File: config.mk
export PLATFORM = sky130hd
export DESIGN_NAME = reg_file_2r1w_flat
export DESIGN_NICKNAME = d
export VERILOG_FILES = /design/src/rtl/reg_file_2r1w_if.sv /design/src/rtl/reg_file_2r1w.sv /design/src/flat_wrapper.sv
export SDC_FILE = /design/constraint.sdc
export NUM_CORES = 1
export LEC_CHECK = 0
export CELL_PAD_IN_SITES_DETAIL_PLACEMENT = 0
export CELL_PAD_IN_SITES_GLOBAL_PLACEMENT = 1
export CORE_UTILIZATION = 47
export CTS_BUF_LIST = sky130_fd_sc_hd__clkbuf_8 sky130_fd_sc_hd__clkbuf_16
export CTS_CLUSTER_DIAMETER = 100
export DETAILED_ROUTE_END_ITERATION = 8
export GPL_TIMING_DRIVEN = 0
export PLACE_DENSITY = 0.86
export SETUP_SLACK_MARGIN = 0.4
export SLEW_MARGIN = 20
export SYNTH_ARGS = -nofsm -noshare
export SYNTH_HDL_FRONTEND = slang
export SYNTH_SLANG_ARGS = --single-unit
File: constraint.sdc
create_clock -name clk -period 7.1 [get_ports clk]
set_input_delay 1.065 -clock clk [delete_from_list [all_inputs] [get_ports clk]]
set_output_delay 1.065 -clock clk [all_outputs]
set_load 0.005 [all_outputs]
File: src/rtl/reg_file_2r1w_if.sv
// Bus bundle for the 2-read/1-write register file: one write port, two read
// ports with registered data, and the sticky out-of-range error flag.
interface reg_file_2r1w_if #(
    parameter int DATA_W = 16,
    parameter int ADDR_W = 4
) ();
    logic              we;
    logic [ADDR_W-1:0] waddr;
    logic [DATA_W-1:0] wdata;
    logic              re_a;
    logic [ADDR_W-1:0] raddr_a;
    logic [DATA_W-1:0] rdata_a;
    logic              re_b;
    logic [ADDR_W-1:0] raddr_b;
    logic [DATA_W-1:0] rdata_b;
    logic              err_clr;
    logic              err;

    modport master (
        output we, waddr, wdata,
        output re_a, raddr_a, re_b, raddr_b,
        output err_clr,
        input  rdata_a, rdata_b, err
    );

    modport slave (
        input  we, waddr, wdata,
        input  re_a, raddr_a, re_b, raddr_b,
        input  err_clr,
        output rdata_a, rdata_b, err
    );
endinterface

File: src/rtl/reg_file_2r1w.sv
// NUM_REGS x DATA_W register file with one write port and two registered read
// ports; same-edge writes are forwarded to the reads, out-of-range reads give 0.
module reg_file_2r1w #(
    parameter int DATA_W   = 16,
    parameter int NUM_REGS = 10,
    parameter int ADDR_W   = 4,
    parameter int ZERO_REG = 0
) (
    input  logic             clk,
    input  logic             reset,
    reg_file_2r1w_if.slave   bus
);

    // One extra bit so NUM_REGS = 2**ADDR_W is representable and never flags.
    localparam logic [ADDR_W:0] NUM_REGS_C = (ADDR_W+1)'(NUM_REGS);

    logic [DATA_W-1:0] mem_q [NUM_REGS];
    logic [DATA_W-1:0] mem_d [NUM_REGS];
    logic [DATA_W-1:0] rdata_a_q, rdata_a_d;
    logic [DATA_W-1:0] rdata_b_q, rdata_b_d;
    logic              err_q, err_d;

    logic              wr_in_range;
    logic              wr_valid;
    logic              rd_a_in_range;
    logic              rd_b_in_range;
    logic [DATA_W-1:0] mem_val_a;
    logic [DATA_W-1:0] mem_val_b;

    function automatic logic [DATA_W-1:0] read_value(
        input logic                in_range,
        input logic [ADDR_W-1:0]   raddr,
        input logic [DATA_W-1:0]   stored,
        input logic                wvalid,
        input logic [ADDR_W-1:0]   waddr,
        input logic [DATA_W-1:0]   wdata
    );
        logic [DATA_W-1:0] value;
        if (!in_range) begin
            value = '0;
        end else if ((ZERO_REG != 0) && (raddr == '0)) begin
            value = '0;
        end else if (wvalid && (waddr == raddr)) begin
            value = wdata;
        end else begin
            value = stored;
        end
        return value;
    endfunction

    always_comb begin
        wr_in_range   = ({1'b0, bus.waddr}   < NUM_REGS_C);
        rd_a_in_range = ({1'b0, bus.raddr_a} < NUM_REGS_C);
        rd_b_in_range = ({1'b0, bus.raddr_b} < NUM_REGS_C);
        wr_valid      = bus.we && wr_in_range &&
                        !((ZERO_REG != 0) && (bus.waddr == '0));

        mem_val_a = '0;
        mem_val_b = '0;
        for (int i = 0; i < NUM_REGS; i++) begin
            mem_d[i] = mem_q[i];
            if (wr_valid && (bus.waddr == ADDR_W'(i))) begin
                mem_d[i] = bus.wdata;
            end
            if (bus.raddr_a == ADDR_W'(i)) begin
                mem_val_a = mem_q[i];
            end
            if (bus.raddr_b == ADDR_W'(i)) begin
                mem_val_b = mem_q[i];
            end
        end

        rdata_a_d = rdata_a_q;
        if (bus.re_a) begin
            rdata_a_d = read_value(rd_a_in_range, bus.raddr_a, mem_val_a,
                                   wr_valid, bus.waddr, bus.wdata);
        end

        rdata_b_d = rdata_b_q;
        if (bus.re_b) begin
            rdata_b_d = read_value(rd_b_in_range, bus.raddr_b, mem_val_b,
                                   wr_valid, bus.waddr, bus.wdata);
        end

        // Set has priority over clear so a fault on the clearing edge is not lost.
        err_d = err_q;
        if (bus.err_clr) begin
            err_d = 1'b0;
        end
        if ((bus.we && !wr_in_range) ||
            (bus.re_a && !rd_a_in_range) ||
            (bus.re_b && !rd_b_in_range)) begin
            err_d = 1'b1;
        end
    end

    always_ff @(posedge clk or posedge reset) begin
        if (reset) begin
            for (int i = 0; i < NUM_REGS; i++) begin
                mem_q[i] <= '0;
            end
            rdata_a_q <= '0;
            rdata_b_q <= '0;
            err_q     <= 1'b0;
        end else begin
            for (int i = 0; i < NUM_REGS; i++) begin
                mem_q[i] <= mem_d[i];
            end
            rdata_a_q <= rdata_a_d;
            rdata_b_q <= rdata_b_d;
            err_q     <= err_d;
        end
    end

    assign bus.rdata_a = rdata_a_q;
    assign bus.rdata_b = rdata_b_q;
    assign bus.err     = err_q;

endmodule

File: src/flat_wrapper.sv
// flat-port wrapper written by rule: the top's interface ports become plain ports
module reg_file_2r1w_flat 
#(
    parameter int DATA_W   = 16,
    parameter int NUM_REGS = 10,
    parameter int ADDR_W   = 4,
    parameter int ZERO_REG = 0
)
  (clk, reset, bus_we, bus_waddr, bus_wdata, bus_re_a, bus_raddr_a, bus_re_b, bus_raddr_b, bus_err_clr, bus_rdata_a, bus_rdata_b, bus_err);
  reg_file_2r1w_if #(.DATA_W(DATA_W), .ADDR_W(ADDR_W)) bus_i ();
  input  logic clk;
  input  logic reset;
  input wire logic [$bits(bus_i.we)-1:0] bus_we;
  input wire logic [$bits(bus_i.waddr)-1:0] bus_waddr;
  input wire logic [$bits(bus_i.wdata)-1:0] bus_wdata;
  input wire logic [$bits(bus_i.re_a)-1:0] bus_re_a;
  input wire logic [$bits(bus_i.raddr_a)-1:0] bus_raddr_a;
  input wire logic [$bits(bus_i.re_b)-1:0] bus_re_b;
  input wire logic [$bits(bus_i.raddr_b)-1:0] bus_raddr_b;
  input wire logic [$bits(bus_i.err_clr)-1:0] bus_err_clr;
  output wire logic [$bits(bus_i.rdata_a)-1:0] bus_rdata_a;
  output wire logic [$bits(bus_i.rdata_b)-1:0] bus_rdata_b;
  output wire logic [$bits(bus_i.err)-1:0] bus_err;
  assign bus_i.we = bus_we;
  assign bus_i.waddr = bus_waddr;
  assign bus_i.wdata = bus_wdata;
  assign bus_i.re_a = bus_re_a;
  assign bus_i.raddr_a = bus_raddr_a;
  assign bus_i.re_b = bus_re_b;
  assign bus_i.raddr_b = bus_raddr_b;
  assign bus_i.err_clr = bus_err_clr;
  assign bus_rdata_a = bus_i.rdata_a;
  assign bus_rdata_b = bus_i.rdata_b;
  assign bus_err = bus_i.err;
  reg_file_2r1w #(.DATA_W(DATA_W), .NUM_REGS(NUM_REGS), .ADDR_W(ADDR_W), .ZERO_REG(ZERO_REG)) u_core (.clk(clk), .reset(reset), .bus(bus_i));
endmodule
Yosys cells after proc, flatten, opt, wreduce, memory -nomap -nowiden
Cells that the tools add are included.
- word-level logic and storage cells: 96
- register bits: 193
- output and inout port bits: 33
- input bits: 34
- equal/unequal tests: 29
- reductions and logical operators: 25
- mux-type cells: 26
- order comparisons: 3
- operator list (kind ; number):
    $mux W16 ; 24
    $eq A4 B3 Y1 const B ; 12
    $eq A4 B2 Y1 const B ; 6
    $eq A4 B4 Y1 const B ; 6
    $logic_and A1 B1 Y1 ; 16
    $eq A4 B1 Y1 const B ; 3
    $logic_not A4 Y1 ; 3
    $lt A4 B4 Y1 const B ; 3
    $eq A4 B4 Y1 ; 2
    $logic_not A1 Y1 ; 3
    $logic_or A1 B1 Y1 ; 2
    $mux W1 ; 2
    $reduce_bool A2 Y1 ; 1

Longest topological paths before layout
Gate-level depths: netlist (run 1).
- depth in word-level cells: 13
- gate-level depth with buffers: 9
- mapped depth without buffers: 5

Least setup slack after synthesis (run 1)
OpenSTA, ideal clock, no wires.
- kind: input port to flip-flop
- from: in bus_we
- to: reg u_core.mem_q[114] in the netlist's numbering
- path slack: 4.579 ns
- arrival time: 2.397 ns
- buffers on the path: 2
- required time: 6.975 ns
- setup time: 0.125 ns
- stages on the path: 5
- cells stage by stage: clkbuf_1 -> nand2_1 -> nor4_4 -> buf_2 -> mux2_2
- longest elaborated chain between the ends: 2
- RTL lines (what ; RTL line ; RTL):
    start: declaration ; flat_wrapper.sv:13 ; input wire logic [$bits(bus_i.we)-1:0] bus_we;
    $logic_and A1 B1 Y1 ; reg_file_2r1w.sv:55 ; wr_valid = bus.we && wr_in_range &&
    $logic_and A1 B1 Y1 ; reg_file_2r1w.sv:62 ; if (wr_valid && (bus.waddr == ADDR_W'(i))) begin
    end signal: indexed assignment ; reg_file_2r1w.sv:107 ; mem_q[i] <= mem_d[i];
    end: declaration ; reg_file_2r1w.sv:17 ; logic [DATA_W-1:0] mem_q [NUM_REGS];
Every way passes these cells.
A chain may end at the register's enable or synchronous reset.

Final worst setup path (run 1)
- from: in bus_raddr_b[1]
- to: reg u_core.rdata_b_q[8], in the netlist u_core.bus.rdata_b[8]
- longest elaborated chain between the ends: 13
- elaborated cells on any way between the ends: 25
- classes of those cells: 1 x order compare; 10 x eq/ne; 12 x mux; 2 x reduce/logical
- RTL lines (what ; RTL line ; RTL):
    start: declaration ; flat_wrapper.sv:19 ; input wire logic [$bits(bus_i.raddr_b)-1:0] bus_raddr_b;
    $logic_not A4 Y1 ; reg_file_2r1w.sv:68 ; if (bus.raddr_b == ADDR_W'(i)) begin
    $mux W16 (10 in a row) ; reg_file_2r1w.sv:68 ;
    $mux W16 ; reg_file_2r1w.sv:43 ; end else if (wvalid && (waddr == raddr)) begin
    $mux W16 (*) ; reg_file_2r1w.sv:39 ; if (!in_range) begin
    end signal: assignment ; reg_file_2r1w.sv:110 ; rdata_b_q <= rdata_b_d;
    end: declaration ; reg_file_2r1w.sv:20 ; logic [DATA_W-1:0] rdata_b_q, rdata_b_d;
Every way passes the cells marked *; elsewhere a longest branch is shown, timed or not.

==> impl_metrics.env, run 1 <==
export IMPL_ys_ff_latch=193
export IMPL_portBuffers=64
export IMPL_r2r_end="u_core.bus.rdata_b[8]"
export IMPL_p_per_area_mw_per_mm2=250
export IMPL_async_flop_share_pct=100
export IMPL_n_antenna_cell=0
export IMPL_crit_type="primary input to flip-flop"
export IMPL_place_inst=1513
export IMPL_p_leak_nw=5.48
export IMPL_p_switching_w=0.00109
export IMPL_firstDrtPassIters=6
export IMPL_holdBufCountCts=0
export IMPL_io_pins=67
export IMPL_instances_no_fill=1545
export IMPL_row_count=56
export IMPL_start_kind="primary input"
export IMPL_layout_drive_gt1_share_pct=17.0
export IMPL_pwr_share_seq_pct=47.0
export IMPL_die_h_um=157
export IMPL_ctsHtreeMaxLevel=4
export IMPL_hold_ws_ps=490
export IMPL_arrival_ps=4140
export IMPL_drv_cap=0
export IMPL_synth_fp_nets=1162
export IMPL_cp_max_fo=10
export IMPL_final_util_pct=55.3
export IMPL_cts_resized_gates=0
export IMPL_gp_congestion=0.977
export IMPL_timing_final_crit_period_ps=3760
export IMPL_clkLatencyLatePin_ps=460
export IMPL_clk_pin_slew_ps=80
export IMPL_max_slew_margin_pct=26.7
export IMPL_synth_largest_area_cell="dfrtp_1"
export IMPL_drc=0
export IMPL_min_from="u_core.mem_q[16]"
export IMPL_p_int_w=0.00216
export IMPL_syn_avg_cell_area_um2=10.0
export IMPL_p_clk_share_pct=31.1
export IMPL_slew_violations=0
export IMPL_antenna_found_initial=0
export IMPL_post_cts_setup_buffers=0
export IMPL_fin_skew_ps=12.0
export IMPL_setup_viol=0
export IMPL_area_delta_synth_final_pct=15.1
export IMPL_grt_setup_unrepaired="no"
export IMPL_drt_total_wl_um=45100
export IMPL_power_frac_comb_pct=21.9
export IMPL_die_area_mm2=0.0246
export IMPL_ir_drop_mv=0.120
export IMPL_min_to="u_core.mem_q[16]"
export IMPL_cp_end_kind="flip-flop"
export IMPL_root_buffer="clkbuf_16"
export IMPL_start_util_pct=48.0
export IMPL_drt_iter0_markers=1392
export IMPL_synth_cell_types=78
export IMPL_ys_flop_type="dfrtp_1"
export IMPL_grt_pass1_vias=10100
export IMPL_crit_required_ps=7480
export IMPL_r2r_cells=5
export IMPL_yosys_warnings=0
export IMPL_final_period_utilization_pct=52.9
export IMPL_cts_tree="yes"
export IMPL_tightest_slew_ps=1070
export IMPL_vias=10400
export IMPL_post_drt_wl_per_cell_um=29.2
export IMPL_fin_nets=1247
export IMPL_dpl_hpwl_um=33000
export IMPL_switching_share_pct=33.5
export IMPL_grt_pass1_wl_um=65800
export IMPL_synth_top_area_share_pct=42.8
export IMPL_grt_max_degree=70
export IMPL_overflow=0
export IMPL_clockBufferDepth=2
export IMPL_core_mm2=0.0235
export IMPL_synth_area_leaders="dfrtp_1 43%, mux2_2 10%, mux2i_1 5.3%"
export IMPL_synth_most_common_cell="dfrtp_1"
export IMPL_synth_edf_count=0
export IMPL_antenna_left=0
export IMPL_numCtsBuffers=17
export IMPL_reg2reg_setup_slack_ps=4970
export IMPL_r2r_start="u_core.mem_q[88]"
export IMPL_outcome="finished, final reports clean"
export IMPL_final_setup_tns_ps=0
export IMPL_hold_depth=2
export IMPL_fmax_ghz=0.266
export IMPL_vias_per_cell=6.70
export IMPL_hold_class="flip-flop to flip-flop"
export IMPL_syn_area_mm2=0.0113
export IMPL_ys_seq_area_share_pct=42.8
export IMPL_finalHoldViolCount=0
export IMPL_synth_common_cells="193 x dfrtp_1, 137 x nand2_1, 102 x o21ai_0"
export IMPL_synthCells=1128
export IMPL_track_usage_pct=37.6
export IMPL_cts_sinks=193
export IMPL_die_w_um=157
registers in the layout (all words and copies together), names as in the netlist:
| name | count |
|---|---|
| u_core.bus.err | 1 |
| u_core.bus.rdata_b | 16 |
| u_core.mem_q | 160 |
| u_core.bus.rdata_a | 16 |
layout make-up:
type,instances,area [um^2]
clock buffer,17,425
clock inverter,15,168
tap,319,399
multi-input combinational,810,5870
timing repair buffer,66,696
sequential,193,4830
fill,2164,10500
buffer,96,482
inverter,29,116
kinds of logic (layout without fill, tap and decap cells):
logic type | after synthesis | after routing | synth area share (%)
AOI/OAI and AO/OA | 362 | 362 | 21.9
and+or+nand+nor | 275 | 275 | 13.0
DFF | 193 | 193 | 42.8
muxes | 167 | 167 | 16.5
buffers and inverters | 125 | 223 | 5.24
xor gates and xnor gates | 6 | 6 | 0.533
worst max-delay path by stage:
stage                   startpoint                    end  slack (ps)  cells past startpoint
floorplan                    reset         u_core.bus.err         780                      1
global placement             reset        u_core.mem_q[7]       -1920                      2
detailed placement  bus_raddr_b[1]  u_core.bus.rdata_b[8]        3120                      7
CTS                 bus_raddr_b[1]  u_core.bus.rdata_b[8]        3560                      7
global route        bus_raddr_b[1]  u_core.bus.rdata_b[8]        3440                      7
finish              bus_raddr_b[1]  u_core.bus.rdata_b[8]        3340                      7
worst max-delay path, stage by stage:
cell and delay [ps]:
clkdlybuf4s50_1 500, buf_4 240, nor3_2 720, a31oi_1 300, a2111oi_0 900, a211oi_1 200, o2bb2ai_1 200
per-layer routing:
| layer | track usage [%] | part of all wire [%] |
|---|---|---|
| met4 | 20.2 | 5.8 |
| met1 | 50.0 | 41 |
| met5 | 0 | 0 |
| met2 | 58.2 | 45 |
| met3 | 6.86 | 8.3 |
placed cells by master (no fill, tap or decap), types with 20 or more instances in the layout:
cell	instances
dfrtp_1	193
clkbuf_1	46
clkdlybuf4s50_1	64
buf_2	28
a21oi_1	44
a22oi_1	25
mux2i_1	60
nand2_1	137
nor2_1	20
o22ai_1	20
nor2b_1	25
inv_1	26
o21ai_0	102
mux2_2	100
o221ai_1	20
stage by stage:
stage / cell area [um^2] / setup slack (ps) / total power, W
after floorplan: 11300 / 779 / 0.00193
after global placement: 12300 / -1920 / 0.00221
after detailed placement: 12400 / 3120 / 0.00223
after CTS: 13000 / 3560 / 0.00322
after global routing: 13000 / 3440 / 0.00335
final: 13000 / 3340 / 0.00325
power by group through the flow:
| stage | registers, W | logic [W] | clock network [W] |
|---|---|---|---|
| after floorplan | 0.00146 | 0.000469 | 0 |
| after global placement | 0.00153 | 0.000679 | 0 |
| after global routing | 0.00154 | 0.000763 | 0.00104 |
| after CTS | 0.00151 | 0.000699 | 0.00101 |
| final | 0.00153 | 0.000712 | 0.00101 |
| after detailed placement | 0.00154 | 0.000697 | 0 |
No activity file was read; power rests on OpenSTA's default activity.
==> inputs of run 2 (changes only) <==
- CORE_UTILIZATION: 47 -> 43
- PLACE_DENSITY: 0.86 -> 0.83
- clock period: 7.1 -> 3.35 ns (I/O delays scaled with it)
==> run 2 against run 1 <==
  * Routed wire length decreased by 1.7%
  * Cell count rose by 0.97%
  * Sequential share of layout area fell by 0.32 points
  * Die area grew 9.2%
  * Utilization down 3.9 points
  * Final area grew 0.86%
  * Setup slack lost 2900 ps
  * Critical path type unchanged
==> impl_metrics.env, run 2 (synthesis gave the netlist of run 1 again) <==
export IMPL_final_cell_mix="193 x dfrtp_1, 137 x nand2_1, 102 x o21ai_0"
export IMPL_antenna_left=0
export IMPL_core_mm2=0.0255
export IMPL_die_h_um=164
export IMPL_fin_skew_ps=14.6
export IMPL_layout_commonest_cell="dfrtp_1"
export IMPL_row_count=58
export IMPL_drt_total_wl_um=44400
export IMPL_finalHoldViolCount=0
export IMPL_max_slew_margin_pct=23.6
export IMPL_vias_per_cell=6.70
export IMPL_portBuffers=64
export IMPL_setup_viol=0
export IMPL_final_setup_tns_ps=0
export IMPL_holdBufCountCts=0
export IMPL_p_leak_nw=5.52
export IMPL_largest_register="u_core.mem_q"
export IMPL_start_util_pct=44.3
export IMPL_drv_cap=0
export IMPL_hold_class="primary input to asynchronous set/reset pin"
export IMPL_grt_pass1_wl_um=65100
export IMPL_crit_required_ps=3740
export IMPL_cts_resized_gates=0
export IMPL_final_util_pct=51.4
export IMPL_layout_drive_gt1_share_pct=17.3
export IMPL_antenna_found_initial=0
export IMPL_post_drt_wl_per_cell_um=28.4
export IMPL_crit_type="primary input to flip-flop"
export IMPL_cp_end_kind="flip-flop"
export IMPL_drt_iter0_markers=1570
export IMPL_start_kind="primary input"
export IMPL_drc=0
export IMPL_cts_tree="yes"
export IMPL_outcome="finished, final reports clean"
export IMPL_startpoint="bus_raddr_a[2]"
export IMPL_ir_drop_mv=0.400
export IMPL_r2r_start="u_core.mem_q[96]"
export IMPL_clk_pin_slew_ps=80
export IMPL_cts_sinks=193
export IMPL_post_cts_setup_buffers=0
export IMPL_grt_setup_unrepaired="no"
export IMPL_root_buffer="clkbuf_16"
export IMPL_vias=10500
export IMPL_overflow=0
export IMPL_die_area_mm2=0.0269
export IMPL_timing_final_crit_period_ps=2950
export IMPL_ctsHtreeMaxLevel=4
export IMPL_firstDrtPassIters=7
export IMPL_fill_cells=2378
export IMPL_track_usage_pct=34.0
export IMPL_gp_congestion=0.966
export IMPL_final_period_utilization_pct=88.0
export IMPL_grt_pass1_vias=10100
export IMPL_clockBufferDepth=2
export IMPL_n_antenna_cell=0
export IMPL_io_pins=67
export IMPL_arrival_ps=3330
export IMPL_p_per_area_mw_per_mm2=531
export IMPL_largest_register_ffs=160
export IMPL_cp_max_fo=10
export IMPL_fmax_ghz=0.339
export IMPL_grt_max_degree=35
export IMPL_numCtsBuffers=17
export IMPL_clkLatencyLatePin_ps=470
export IMPL_fin_nets=1251
export IMPL_dpl_hpwl_um=33100
export IMPL_die_w_um=164
export IMPL_slew_violations=0
export IMPL_area_delta_synth_final_pct=16.1
export IMPL_tightest_slew_ps=1140
## run 2: cell count changes in the layout (fill, tap and decap cells not counted), moves of 2 or more
| cell | change |
|---|---|
| inv_8 | -4 |
| clkinv_4 | +2 |
| clkbuf_8 | +2 |
| buf_12 | +5 |
## run 2: power by group
group / switching, W / internal [W] / total [W] / leakage (nW)
Clock: 0.00104 / 0.00117 / 0.00221 / 0.297
Sequential: 0.000443 / 0.00280 / 0.00324 / 2.43
Combinational: 0.000785 / 0.000724 / 0.00151 / 2.79
## run 2: final timing paths
| path | endpoint | slack (ps) | cells past startpoint |
|---|---|---|---|
| setup / recovery | u_core.bus.rdata_a[0] | 400 | 8 |
| hold / removal | u_core.mem_q[96] | 440 | 2 |
| setup reg to reg | u_core.bus.rdata_a[0] | 1280 | 5 |
| hold reg to reg | u_core.mem_q[16] | 500 | 2 |
| max in group asynchronous | u_core.mem_q[1] | 2060 | 4 |
| min in group clk | u_core.mem_q[16] | 500 | 2 |
## run 2: layer usage
metal,vias up,part of all wire (%),track usage (%)
met1,5255,41,45.8
met4,0,4.9,15.8
li1,4376,-,-
met2,692,44,51.7
met5,-,0,0
met3,132,10,8.08
## run 2: stage by stage
stage               total power, W  hold WS, ps  instance area [um^2]  std cells  setup WS (ps)
global route               0.00719          481                 13100       1560            402
CTS                        0.00691          460                 13100       1560            429
floorplan                  0.00409          450                 11300       1128            357
finish                     0.00696          444                 13100       1560            403
detailed placement         0.00473          477                 12500       1528          -29.2
global placement           0.00467          468                 12300       1522          -1280
## run 2: area by class of cell
type	count	area, um^2	area share, %
tap	330	413	3.15
timing repair buffer	70	768	5.87
sequential	193	4830	36.9
multi-input combinational	810	5870	44.9
inverter	29	113	0.860
clock buffer	19	453	3.46
buffer	96	483	3.69
clock inverter	13	161	1.23
## run 2: worst max-delay path, stage by stage
cell and delay (ps):
clkdlybuf4s50_1 630, buf_2 350, buf_2 260, clkbuf_2 240, nor3_1 660, a2bb2oi_1 310, o221ai_1 180, a2bb2oi_1 200
